## src/rtl/div_seq_pkg.sv

```systemverilog
// Shared encodings and control constants for the multi-cycle divide sequencer.
package div_seq_pkg;

  localparam int DIV_DATA_W       = 32;
  localparam int DOUBLE_REG_BUS_W = 2 * DIV_DATA_W;

  typedef enum logic [1:0] {
    DIV_FREE    = 2'b00,
    DIV_BY_ZERO = 2'b01,
    DIV_ON      = 2'b10,
    DIV_END     = 2'b11
  } div_state_t;

  localparam logic DIV_START            = 1'b1;
  localparam logic DIV_STOP             = 1'b0;
  localparam logic DIV_RESULT_READY     = 1'b1;
  localparam logic DIV_RESULT_NOT_READY = 1'b0;

  function automatic logic [DIV_DATA_W-1:0] twos_neg(input logic [DIV_DATA_W-1:0] v);
    return ~v + 1'b1;
  endfunction

endpackage

```

## src/rtl/div_seq_step.sv

```systemverilog
// One restoring-divide step: shift in the next dividend bit, trial-subtract,
// and produce the new partial remainder and the shifted-in quotient bit.
module div_seq_step #(
  parameter int DATA_W = 32
) (
  input  logic [DATA_W-1:0] rem,
  input  logic [DATA_W-1:0] quo,
  input  logic [DATA_W-1:0] divisor,
  output logic [DATA_W-1:0] rem_next,
  output logic [DATA_W-1:0] quo_next
);

  logic [DATA_W:0]   rem_sh;
  logic [DATA_W+1:0] diff;
  logic              borrow;

  // The shifted remainder can reach 2*divisor-1, so it needs one extra bit.
  always_comb begin
    rem_sh   = {rem, quo[DATA_W-1]};
    diff     = {1'b0, rem_sh} - {2'b00, divisor};
    borrow   = diff[DATA_W+1];
    rem_next = borrow ? rem_sh[DATA_W-1:0] : diff[DATA_W-1:0];
    quo_next = {quo[DATA_W-2:0], ~borrow};
  end

endmodule

```

## src/rtl/div_seq.sv

```systemverilog
// Iterative signed/unsigned divide sequencer: one quotient bit per cycle,
// stalls the pipeline until {remainder, quotient} is ready for HI/LO.
//
// state       | meaning
// DIV_FREE    | idle, waiting for an accepted request
// DIV_BY_ZERO | divisor was zero, result forced to 0
// DIV_ON      | restoring loop running, one bit per cycle
// DIV_END     | result valid, held until start_i drops
module div_seq
  import div_seq_pkg::*;
#(
  parameter int DATA_W = DIV_DATA_W,
  parameter int CNT_W  = 6
) (
  input  logic                  clk,
  input  logic                  rst_n,
  input  logic                  start_i,
  input  logic                  signed_i,
  input  logic [DATA_W-1:0]     opdata1_i,
  input  logic [DATA_W-1:0]     opdata2_i,
  input  logic                  annul_i,
  output logic [2*DATA_W-1:0]   result_o,
  output logic                  ready_o,
  output logic                  stall_req_o
);

  localparam logic [CNT_W-1:0] LAST_CNT = CNT_W'(DATA_W - 1);

  div_state_t        state;
  logic [CNT_W-1:0]  cnt;
  logic [DATA_W-1:0] rem_r;
  logic [DATA_W-1:0] quo_r;
  logic [DATA_W-1:0] divisor_r;
  logic              neg_quo_r;
  logic              neg_rem_r;

  logic [DATA_W-1:0] rem_nxt;
  logic [DATA_W-1:0] quo_nxt;
  logic [DATA_W-1:0] rem_fix;
  logic [DATA_W-1:0] quo_fix;
  logic              op1_neg;
  logic              op2_neg;
  logic [DATA_W-1:0] op1_mag;
  logic [DATA_W-1:0] op2_mag;

  div_seq_step #(.DATA_W(DATA_W)) u_step (
    .rem      (rem_r),
    .quo      (quo_r),
    .divisor  (divisor_r),
    .rem_next (rem_nxt),
    .quo_next (quo_nxt)
  );

  // Magnitudes are taken only for signed requests; -2^31 maps onto itself,
  // which is exactly the unsigned magnitude needed for the overflow case.
  always_comb begin
    op1_neg = signed_i & opdata1_i[DATA_W-1];
    op2_neg = signed_i & opdata2_i[DATA_W-1];
    op1_mag = op1_neg ? (~opdata1_i + 1'b1) : opdata1_i;
    op2_mag = op2_neg ? (~opdata2_i + 1'b1) : opdata2_i;
    quo_fix = neg_quo_r ? (~quo_nxt + 1'b1) : quo_nxt;
    rem_fix = neg_rem_r ? (~rem_nxt + 1'b1) : rem_nxt;
  end

  always_comb begin
    stall_req_o = 1'b0;
    case (state)
      DIV_FREE:    stall_req_o = (start_i == DIV_START) && !annul_i;
      DIV_BY_ZERO: stall_req_o = 1'b1;
      DIV_ON:      stall_req_o = 1'b1;
      default:     stall_req_o = 1'b0;
    endcase
  end

  always_ff @(posedge clk) begin
    if (!rst_n) begin
      state     <= DIV_FREE;
      cnt       <= '0;
      rem_r     <= '0;
      quo_r     <= '0;
      divisor_r <= '0;
      neg_quo_r <= 1'b0;
      neg_rem_r <= 1'b0;
      result_o  <= '0;
      ready_o   <= DIV_RESULT_NOT_READY;
    end else begin
      case (state)
        DIV_FREE: begin
          if ((start_i == DIV_START) && !annul_i) begin
            rem_r     <= '0;
            quo_r     <= op1_mag;
            divisor_r <= op2_mag;
            neg_quo_r <= op1_neg ^ op2_neg;
            neg_rem_r <= op1_neg;
            cnt       <= '0;
            state     <= (opdata2_i == '0) ? DIV_BY_ZERO : DIV_ON;
          end
        end
        DIV_BY_ZERO: begin
          if (annul_i) begin
            state <= DIV_FREE;
          end else begin
            state    <= DIV_END;
            result_o <= '0;
            ready_o  <= DIV_RESULT_READY;
          end
        end
        DIV_ON: begin
          if (annul_i) begin
            state <= DIV_FREE;
            cnt   <= '0;
          end else begin
            rem_r <= rem_nxt;
            quo_r <= quo_nxt;
            cnt   <= cnt + 1'b1;
            if (cnt == LAST_CNT) begin
              state    <= DIV_END;
              result_o <= {rem_fix, quo_fix};
              ready_o  <= DIV_RESULT_READY;
            end
          end
        end
        DIV_END: begin
          if (start_i == DIV_STOP) begin
            state    <= DIV_FREE;
            result_o <= '0;
            ready_o  <= DIV_RESULT_NOT_READY;
          end
        end
        default: state <= DIV_FREE;
      endcase
    end
  end

endmodule

```

## config.mk

```make
export PLATFORM = sky130hd
export DESIGN_NAME = div_seq
export DESIGN_NICKNAME = d
export VERILOG_FILES = /design/src/rtl/div_seq_pkg.sv /design/src/rtl/div_seq_step.sv /design/src/rtl/div_seq.sv
export SDC_FILE = /design/constraint.sdc
export NUM_CORES = 1
export LEC_CHECK = 0
export BUFFER_PORTS_ARGS = -buffer_cell sky130_fd_sc_hd__buf_4
export CAP_MARGIN = 20
export CORE_MARGIN = 10
export CORE_UTILIZATION = 30
export CTS_CLUSTER_DIAMETER = 60
export DETAILED_ROUTE_END_ITERATION = 10
export GPL_TIMING_DRIVEN = 1
export SETUP_SLACK_MARGIN = 0.4
export SYNTH_ARGS = -nofsm -noshare
export SYNTH_HDL_FRONTEND = slang
export SYNTH_HIERARCHICAL = 1
export SYNTH_SLANG_ARGS = --single-unit
```

## constraint.sdc

```tcl
create_clock -name clk -period 3.8 [get_ports clk]
set_input_delay 0.19 -clock clk [delete_from_list [all_inputs] [get_ports clk]]
set_output_delay 0.19 -clock clk [all_outputs]
set_load 0.05 [all_outputs]
```

==> impl_metrics.tcl <==
set metrics [dict create \
    drtIter0Drc 911 \
    pwr-share-seq_pct 20.7 \
    power_density_mw_per_mm2 619 \
    die_x_um 220 \
    seqCellArea_mm2 0.00345 \
    syn_area_mm2 0.0120 \
    synth_edf_count 0 \
    finalSetupTns_ps 0 \
    fillCellCount 3903 \
    cts_htree_levels 4 \
    wl_um 44600 \
    post_route_cells_drive_above_1_share_pct 34.7 \
    first_pass_iters 5 \
    dp_hpwl_um 32900 \
    worstSkewPairLatency_ps 440 \
    status "completed" \
    clockPowerShare_pct 16.9 \
    crit_path_max_incr_delay_ps 460 \
    cts_tree "built" \
    synth.distinct_cells 91 \
    ctsHoldBuffers 0 \
    gp_congestion 0.938 \
    slowest_stage "or3b_4" \
    async_flop_share_pct 0 \
    clk_path_buf_depth 2 \
    final_common_cell "buf_4" \
    critPathLaunchType "flop" \
    hp-class "in -> reg" \
    swShare_pct 44.9 \
    cp_max_fo 5 \
    drc 0 \
    finalClockSkew_ps 12.6 \
    fp-row-count 73 \
    min-delay-start "opdata2_i[23]" \
    track_usage_pct 17.4 \
    pin_count 135 \
    wire_per_inst_um 19.1 \
    cts.sinks 171 \
    grt_pass1_wl_um 67700 \
    tightest_slew_ps 1080 \
    diodes 0 \
    via_per_inst 5.38 \
    antenna_left 0 \
    reg2reg_from "divisor_r[30]" \
    timing.final.crit_share_pct 98.9 \
    synthToLayoutAreaGrowth_pct 41.5 \
    min_period_ps 3760 \
    synth_warnings 6 \
    drv_slew 0 \
    power_leakage_nw 6.81 \
    start_util_pct 30.3 \
    maxSlewHeadroom_pct 27.8 \
    synth_seq_area_share_pct 28.5 \
    finish.utilization_pct 42.9 \
    grt-ovfl-total 0 \
    critical_path.cell_chain "inv_1 > ha_4 > buf_4 > a21o_1 > a211o_1 > nor3_4 > inv_2 > mux2_4 > nor4_4 > or3b_4 > buf_8 > nor4_4 > mux2_4 > nand2_2" \
    cts_root_buf "clkbuf_16" \
    worstPathArrival_ps 4140 \
    io_buffer_count 134 \
    vias 12500 \
    ir_drop_mv 0.363 \
    die_height_um 220 \
    synth-main-ff-cell "dfxtp_1" \
    crit_start "divisor_r[30]" \
    setup_viol 0 \
    final_net_count 1906 \
    clkTransAtPathRegs_ps 70 \
    grt_pass1_vias 12000 \
    cts_buffers 17 \
    grt_max_degree 54 \
    syn_nets 1661 \
    synthCells 1549 \
    dieArea_mm2 0.0485 \
    fmax_mhz 266 \
    rsz0062_at_grt "true" \
    max_cap_viol_count 0 \
    layout_common_cells "314 x buf_4, 157 x dfxtp_1, 134 x nand2_1, 127 x nor2_1, 88 x a21oi_1" \
    multiInputGateArea_mm2 0.00918 \
    p_switching_mw 4.72 \
    ys_ff_latch 171 \
    cp-end-kind "flop" \
    syn_area_per_cell_um2 7.76 \
    power.internal_mw 5.81 \
    antenna_found_initial 0 \
    core_area_mm2 0.0396 \
    finalHoldViolCount 0 \
    critPathKind "reg -> reg" \
    worstPathRequired_ps 4180 \
    power_frac_comb_pct 62.4 \
]
-- through the flow --
stage / setup slack, ps / hold slack [ps] / cell area, um2 / power [mW] / instances
after floorplan: 270 / 326 / 12100 / 5.01 / 1549
after global placement: -171 / 437 / 14300 / 6.51 / 2243
after detailed placement: -222 / 445 / 14300 / 6.56 / 2243
after CTS: 93.6 / 52.8 / 15900 / 9.43 / 2307
after global routing: -45.4 / 56.1 / 17000 / 11.1 / 2331
final: 40.1 / 54.5 / 17000 / 10.5 / 2331
-- metal layers --
| layer | track usage [%] | vias to the layer above | share of wire [%] |
|---|---|---|---|
| met5 | 0 | - | 0 |
| met1 | 23.5 | 6063 | 45 |
| li1 | - | 6088 | - |
| met3 | 3.24 | 55 | 5.4 |
| met2 | 28.0 | 330 | 47 |
| met4 | 4.79 | 0 | 2.1 |
-- synth_stat cells, drive strengths merged (15+ instances only) --
master	count	area, um2
nor3	34	203
a31oi	32	221
nor4	25	235
o31ai	25	201
ha	42	526
nand2	148	561
nand4	15	93.8
a21oi	106	546
o21ai	138	691
dfxtp	171	3420
a22oi	43	323
xnor2	55	482
buf	67	454
a21o	17	130
and3	21	131
nand2b	17	106
o41ai	20	228
nand3	42	210
nor2	137	517
xor2	68	596
a211oi	17	138
inv	73	274
clkbuf	59	221
-- final timing paths --
kind	end	slack [ps]	cells past startpoint
max	result_o[58]	40	14
min	divisor_r[23]	50	3
max reg2reg	result_o[58]	40	14
min reg2reg	result_o[28]	450	2
-- area by class of cell --
type / count / area share (%)
clock buffers: 20 / 2.57
clock inverters: 11 / 0.809
inverters: 73 / 1.68
multi-input cells: 1179 / 53.9
flip-flops and latches: 171 / 20.3
well taps: 525 / 3.86
repair buffers: 352 / 16.9
-- cell families (layout without fill, tap and decap cells) --
group	after synthesis	count (layout)	share of synthesized area (%)
adder cells (fa/ha/maj)	43	43	4.54
buffers and inverters	199	456	7.90
flip-flops	171	171	28.5
multiplexers	19	19	1.71
XOR/XNOR	123	123	8.96
AND/OR/NAND/NOR	506	506	21.3
AO/OA/AOI/OAI	488	488	27.1
-- registers in the layout, indices dropped and copies added (netlist names) --
| register | flops |
|---|---|
| result_o | 64 |
| divisor_r | 32 |
| neg_quo_r | 1 |
| ready_o | 1 |
| rem_r | 32 |
| quo_r | 32 |
| state | 2 |
| neg_rem_r | 1 |
| cnt | 6 |
-- what timing repair did --
action                                  in CTS  in global routing
endpoints found under the hold margin        0                  0
endpoints found under the setup margin      53                 56
pin swaps                                   58                 97
gates cloned                                 1                  0
setup buffers                               32                 23
resized for setup                          142                205
-- power groups by stage --
stage	logic, mW	clock network, mW	registers [mW]
2_1_floorplan	2.93	0	2.08
3_3_place_gp	4.34	0	2.17
3_5_place_dp	4.39	0	2.18
4_1_cts	5.48	1.80	2.15
5_1_grt	7.02	1.88	2.20
6_report	6.57	1.78	2.18
-- critical path: cells and delay by family, from the launching register on --
kind	cells	cell delay, ps
multiplexers	2	660
AND/OR/NAND/NOR	5	1410
adder cells (fa/ha/maj)	1	230
buffers and inverters	4	540
flip-flops	1	340
AO/OA/AOI/OAI	2	520
No activity file was read; power rests on OpenSTA's default activity.
